==> src/rtl/phy_tx_pkg.sv <==
// ----------------------------------------------------------------------------
// phy_tx_pkg: shared constants and state type for the striped serial TX path.
// Rev 1.0
// ----------------------------------------------------------------------------
`default_nettype none

package phy_tx_pkg;

  localparam logic [7:0] COM = 8'hBC;

  typedef enum logic [0:0] {
    ST_INIT = 1'b0,
    ST_RUN  = 1'b1
  } state_e;

endpackage

`default_nettype wire

==> src/rtl/phy_tx_fifo.sv <==
// ----------------------------------------------------------------------------
// phy_tx_fifo: word FIFO with wrap-bit pointers and show-ahead read data.
// Rev 1.0
// ----------------------------------------------------------------------------
`default_nettype none

module phy_tx_fifo #(
  parameter int DATA_W = 32,
  parameter int DEPTH  = 4
) (
  input  logic              clk,
  input  logic              reset,
  input  logic              push_i,
  input  logic              pop_i,
  input  logic [DATA_W-1:0] wdata_i,
  output logic [DATA_W-1:0] rdata_o,
  output logic              full_o,
  output logic              empty_o
);

  localparam int AW = $clog2(DEPTH);

  if (DEPTH < 2 || (1 << AW) != DEPTH) begin : g_bad_depth
    $error("phy_tx_fifo: DEPTH must be a power of 2 and at least 2");
  end

  logic [DATA_W-1:0] mem_q [DEPTH];
  logic [AW:0]       wptr_q;
  logic [AW:0]       rptr_q;

  always_ff @(posedge clk or negedge reset) begin
    if (!reset) begin
      wptr_q <= '0;
      rptr_q <= '0;
    end else begin
      if (push_i) wptr_q <= wptr_q + (AW+1)'(1);
      if (pop_i)  rptr_q <= rptr_q + (AW+1)'(1);
    end
  end

  // Storage carries no reset; validity is tracked entirely by the pointers.
  always_ff @(posedge clk) begin
    if (push_i) mem_q[wptr_q[AW-1:0]] <= wdata_i;
  end

  assign rdata_o = mem_q[rptr_q[AW-1:0]];
  assign empty_o = (wptr_q == rptr_q);
  assign full_o  = (wptr_q[AW] != rptr_q[AW]) && (wptr_q[AW-1:0] == rptr_q[AW-1:0]);

endmodule

`default_nettype wire

==> src/rtl/phy_tx_striped.sv <==
// ----------------------------------------------------------------------------
// phy_tx_striped: buffers parallel words and serialises them byte-striped
// across LANES outputs, filling idle word periods with COM. Rev 1.0
// ----------------------------------------------------------------------------
`default_nettype none

module phy_tx_striped
  import phy_tx_pkg::*;
#(
  parameter int DATA_W     = 32,
  parameter int LANES      = 2,
  parameter int DEPTH      = 4,
  parameter int INIT_WORDS = 4
) (
  input  logic              clk,
  input  logic              reset,
  input  logic [DATA_W-1:0] data_in_flops,
  input  logic              validIn,
  output logic              ready,
  output logic [LANES-1:0]  out_tx_serial,
  output logic              word_strobe,
  output logic              tx_active,
  output logic              overflow
);

  localparam int BPL   = DATA_W / LANES;
  localparam int SLOTS = BPL / 8;
  localparam int CW    = $clog2(BPL);
  localparam int IW    = $clog2(INIT_WORDS + 2);

  if (LANES < 1 || DATA_W < 8 * LANES || (DATA_W % (8 * LANES)) != 0) begin : g_bad_width
    $error("phy_tx_striped: DATA_W must be a non-zero multiple of 8*LANES");
  end

  logic [CW-1:0]     cnt_q;
  logic              strobe_q;
  logic              live_q;
  logic              tx_active_q;
  logic              overflow_q;
  state_e            state_q;
  logic [IW-1:0]     init_cnt_q;

  logic              load;
  logic              push;
  logic              take;
  logic              bypass;
  logic              fifo_push;
  logic              fifo_pop;
  logic              fifo_full;
  logic              fifo_empty;
  logic [DATA_W-1:0] fifo_rdata;
  logic [DATA_W-1:0] word_next;

  assign load  = strobe_q;
  assign ready = live_q && !fifo_full;
  assign push  = validIn && ready;

  // A word arriving on a load edge into an empty FIFO goes straight to the lanes.
  assign take      = load && (state_q == ST_RUN) && (!fifo_empty || push);
  assign bypass    = take && fifo_empty;
  assign fifo_push = push && !bypass;
  assign fifo_pop  = take && !fifo_empty;
  assign word_next = fifo_empty ? data_in_flops : fifo_rdata;

  phy_tx_fifo #(
    .DATA_W (DATA_W),
    .DEPTH  (DEPTH)
  ) u_fifo (
    .clk     (clk),
    .reset   (reset),
    .push_i  (fifo_push),
    .pop_i   (fifo_pop),
    .wdata_i (data_in_flops),
    .rdata_o (fifo_rdata),
    .full_o  (fifo_full),
    .empty_o (fifo_empty)
  );

  always_ff @(posedge clk or negedge reset) begin
    if (!reset) begin
      cnt_q       <= '0;
      strobe_q    <= 1'b0;
      live_q      <= 1'b0;
      tx_active_q <= 1'b0;
      overflow_q  <= 1'b0;
      state_q     <= ST_INIT;
      init_cnt_q  <= '0;
    end else begin
      live_q   <= 1'b1;
      cnt_q    <= load ? '0 : cnt_q + CW'(1);
      strobe_q <= (cnt_q == CW'(BPL - 2));
      if (validIn && !ready) overflow_q <= 1'b1;
      if (load) begin
        tx_active_q <= take;
        // INIT ends once INIT_WORDS COM periods have been loaded.
        case (state_q)
          ST_INIT: begin
            if (int'(init_cnt_q) + 1 >= INIT_WORDS) state_q <= ST_RUN;
            else                                    init_cnt_q <= init_cnt_q + IW'(1);
          end
          ST_RUN:  state_q <= ST_RUN;
          default: state_q <= ST_INIT;
        endcase
      end
    end
  end

  for (genvar l = 0; l < LANES; l++) begin : g_lane
    logic [BPL-1:0] lane_word;
    logic [BPL-1:0] sreg_d;
    logic [BPL-1:0] sreg_q;

    for (genvar s = 0; s < SLOTS; s++) begin : g_slot
      assign lane_word[BPL-1-8*s -: 8] = word_next[8*(s*LANES+l) +: 8];
    end

    always_comb begin
      sreg_d = sreg_q << 1;
      if (load) sreg_d = take ? lane_word : {SLOTS{COM}};
    end

    always_ff @(posedge clk or negedge reset) begin
      if (!reset) sreg_q <= '0;
      else        sreg_q <= sreg_d;
    end

    assign out_tx_serial[l] = sreg_q[BPL-1];
  end

  assign word_strobe = strobe_q;
  assign tx_active   = tx_active_q;
  assign overflow    = overflow_q;

endmodule

`default_nettype wire

==> config.mk <==
export PLATFORM = sky130hd
export DESIGN_NAME = phy_tx_striped
export DESIGN_NICKNAME = d
export VERILOG_FILES = /design/src/rtl/phy_tx_pkg.sv /design/src/rtl/phy_tx_fifo.sv /design/src/rtl/phy_tx_striped.sv
export SDC_FILE = /design/constraint.sdc
export NUM_CORES = 1
export LEC_CHECK = 0
export ABC_AREA = 1
export CORE_MARGIN = 8
export CORE_UTILIZATION = 55
export CTS_CLUSTER_DIAMETER = 120
export DETAILED_ROUTE_END_ITERATION = 6
export PLACE_DENSITY = 0.8
export SYNTH_ARGS = -nofsm -noshare
export SYNTH_HDL_FRONTEND = slang
export SYNTH_HIERARCHICAL = 1
export SYNTH_SLANG_ARGS = --single-unit
export TNS_END_PERCENT = 100
==> constraint.sdc <==
create_clock -name clk -period 3 [get_ports clk]
set_input_delay 0.3 -clock clk [delete_from_list [all_inputs] [get_ports clk]]
set_output_delay 0.3 -clock clk [all_outputs]
set_load 0.01 [all_outputs]
==> results.cfg <==
[routing]
dr_total_vias = 5145
post-route-drc-count = 0
drtAntennaViolNets = 0
wl_um = 15200
drt-met1-wl_um = 6380
drt_iter0_drc = 362
route.met3.wl_um = 759
wl_met2_um = 7800
highest_layer = met4
post_drt_wl_per_cell_um = 14.7
dr.pass1.iters = 5
viasPerCell = 4.97

[power]
switching_share_pct = 25.6
p_leak_uw = 0.00422
cell_internal_pwr_uw = 4540
clkPwrFrac_pct = 38.2
power.density_nw_per_um2 = 662
ir_worst_vdd_mv = 0.421
combPwrFrac_pct = 13.9
power.switching_uw = 1560
power_frac_seq_pct = 47.9

[timing]
fmax_mhz = 402
rsz0062_at_grt = false
hold_violations = 0
setup_viol = 0
maxSlewHeadroom_pct = 43.9
post-route-period-util_pct = 82.8
finalSetupTns_ns = 0
holdWs_ns = 0.447
period_needed_ns = 2.49
worstMarginPinSlew_ns = 0.841
finClkSkew_ns = 0.00983
slew_viol_final = 0

[final_layout]
drive_gt1_share_pct = 11.5
layout_common_cells = 288 x nand2_1, 140 x inv_1, 128 x edfxtp_1, 49 x dfrtp_1, 39 x clkdlybuf4s50_1
final_common_cell = nand2_1
n_antenna_cell = 0
postLayoutCellArea_sq_um = 9210
final_util_pct = 63.6
areaGrowthSynthToFinish_pct = 13.0
fin_nets = 882

[yosys]
synth_nets = 847
syn-cell-area_sq_um = 8140
synth_area_per_cell_sq_um = 10.1
syn_inst = 804
ys_warn_count = 6
yosysUniqueCellTypes = 27
synth_seq_cells = 178
seq_area_frac_synth_pct = 62.6

[status]
outcome = finished clean

[clock_network]
cts_buffer_depth = 2
clkLatencyLatePin_ns = 0.43
cts_tree = done
h-tree-depth = 4
cts.sinks = 178
cts-root-buf = clkbuf_16
postCtsSetupBuffers = 0
cts_buffers = 17
clkTransAtPathRegs_ns = 0.06
cts.repair.resized = 0

[min_path]
whs_path_depth = 2
holdPathEnd = g_lane[0].sreg_q[8]
hp-start = g_lane[0].sreg_q[7]
min_path_type = reg -> reg

[worst_setup_path]
worstRegToRegCells = 11
crit_chain = inv_1 > nand2_1 > nand2_1 > nand2_1 > nor2_1 > inv_1 > nand3_1 > a21oi_1 > nand2_1 > inv_1 > buf_4
worst_path_most_repeated_cell = nand2_1
arrival_ns = 2.55
cp-startpoint = u_fifo/wptr_q[0]
crit_slowest_cell = a21oi_1
cp-start-kind = register
path_class = reg -> reg
rrSetupSlack_ns = 0.51
worstPathRequired_ns = 3.07
crit_path_end_kind = register
reg2reg_to = u_fifo/mem_q[3][28]
worstReg2RegStart = u_fifo/wptr_q[0]
crit_fanout = 32
cp_slowest_stage_delay_ns = 0.47

[placed_design]
place_area_sq_um = 8570
portBuffers = 40
gp_congestion = 0.805
hpwl_um = 9110

[grt]
overflow = 0
grt_pass1_vias = 5336
antenna_found_initial = 0
grt_max_degree = 67
grt_pass1_wl_um = 25800
grtUsageTotal_pct = 17.7

[floorplan]
start_util_pct = 56.2
rows = 44
die_y_um = 138
die_w_um = 138
io_pins = 41
dieArea_sq_um = 19000
core_area_sq_um = 14500

[run]
cap_violations = 0
## metrics by stage
step	power, uW	setup slack [ns]	cells
5_1_grt	6350	0.265	1036
2_1_floorplan	3610	0.422	804
3_3_place_gp	3800	0.664	1003
6_report	6100	0.515	1036
4_1_cts	6140	0.513	1036
3_5_place_dp	3820	0.525	1003
## layout make-up
class / count / area [sq um]
clock buffers: 20 / 447
clock inverters: 12 / 179
fillers: 1124 / 5270
inverters: 144 / 544
multi-input cells: 442 / 2190
flip-flops and latches: 178 / 5100
well taps: 184 / 230
repair buffers: 56 / 518
## cell usage after synthesis
master | count | area, sq um
inv_1 | 140 | 526
or2_1 | 4 | 25.0
buf_6 | 15 | 169
clkbuf_1 | 5 | 18.8
inv_4 | 1 | 6.26
nand2_1 | 288 | 1080
ha_1 | 8 | 100
o21ai_1 | 1 | 5.00
buf_4 | 11 | 82.6
o211ai_2 | 30 | 375
dfrtp_1 | 50 | 1250
edfxtp_1 | 128 | 3840
o21ai_0 | 34 | 170
xnor2_1 | 4 | 35.0
o211ai_1 | 2 | 15.0
a21oi_1 | 4 | 20.0
or2_2 | 17 | 106
nor2_1 | 9 | 33.8
nand3_1 | 34 | 170
buf_2 | 6 | 30.0
o21bai_1 | 2 | 15.0
inv_2 | 2 | 7.51
conb_1 | 1 | 3.75
clkinv_2 | 1 | 5.00
clkbuf_2 | 3 | 15.0
xor2_1 | 3 | 26.3
a21boi_0 | 1 | 7.51
## how the worst max path moves through the flow
| stage | endpoint | slack [ns] | cells after the start |
|---|---|---|---|
| floorplan | u_fifo/mem_q[3][0] | 0.42 | 12 |
| global placement | u_fifo/mem_q[3][22] | 0.66 | 6 |
| detailed placement | u_fifo/mem_q[3][21] | 0.53 | 11 |
| CTS | u_fifo/mem_q[3][15] | 0.51 | 11 |
| global route | u_fifo/mem_q[3][28] | 0.27 | 11 |
| finish | u_fifo/mem_q[3][28] | 0.51 | 11 |
## power groups by stage
| stage | Sequential [uW] | Combinational (uW) | Clock [uW] |
|---|---|---|---|
| 5_1_grt | 2940 | 970 | 2440 |
| 4_1_cts | 2920 | 864 | 2350 |
| 6_report | 2920 | 848 | 2330 |
| 3_5_place_dp | 2970 | 850 | 0 |
| 3_3_place_gp | 2960 | 833 | 0 |
| 2_1_floorplan | 2960 | 645 | 0 |
## metal layers
layer | global-route usage, % | vias to the layer above
li1 | - | 2589
met1 | 20.6 | 2412
met2 | 30.6 | 119
met3 | 3.46 | 25
met4 | 8.63 | 0
met5 | 0 | -
## worst max-delay path: cells and delay by family (launching register included)
| family | cells | cell delay (ns) |
|---|---|---|
| AO/OA/AOI/OAI | 1 | 0.47 |
| buffers and inverters | 4 | 0.67 |
| flip-flops | 1 | 0.43 |
| AND/OR/NAND/NOR | 6 | 0.53 |
## flip-flops by register name, indices dropped and copies added (netlist names)
| name | cells |
|---|---|
| u_fifo/mem_q | 128 |
| g_lane.sreg_q | 32 |
| cnt_q | 4 |
| init_cnt_q | 3 |
| u_fifo/rptr_q | 3 |
| u_fifo/wptr_q | 3 |
| live_q | 1 |
| overflow | 1 |
| state_q | 1 |
| tx_active | 1 |
| word_strobe | 1 |
## cell families after synthesis
group | after synthesis | synth area share [%]
xor gates and xnor gates | 7 | 0.753
and+or+nand+nor | 352 | 17.4
AOI/OAI and AO/OA | 74 | 7.47
adders and majority gates | 8 | 1.23
other | 1 | 0.0460
buffers and inverters | 184 | 10.6
DFF | 178 | 62.6
## what timing repair did
action	in CTS	in global routing
hold buffers	1	0
hold endpoints to repair	36	0
setup endpoints to repair	0	0
No activity file was read; power rests on OpenSTA's default activity.
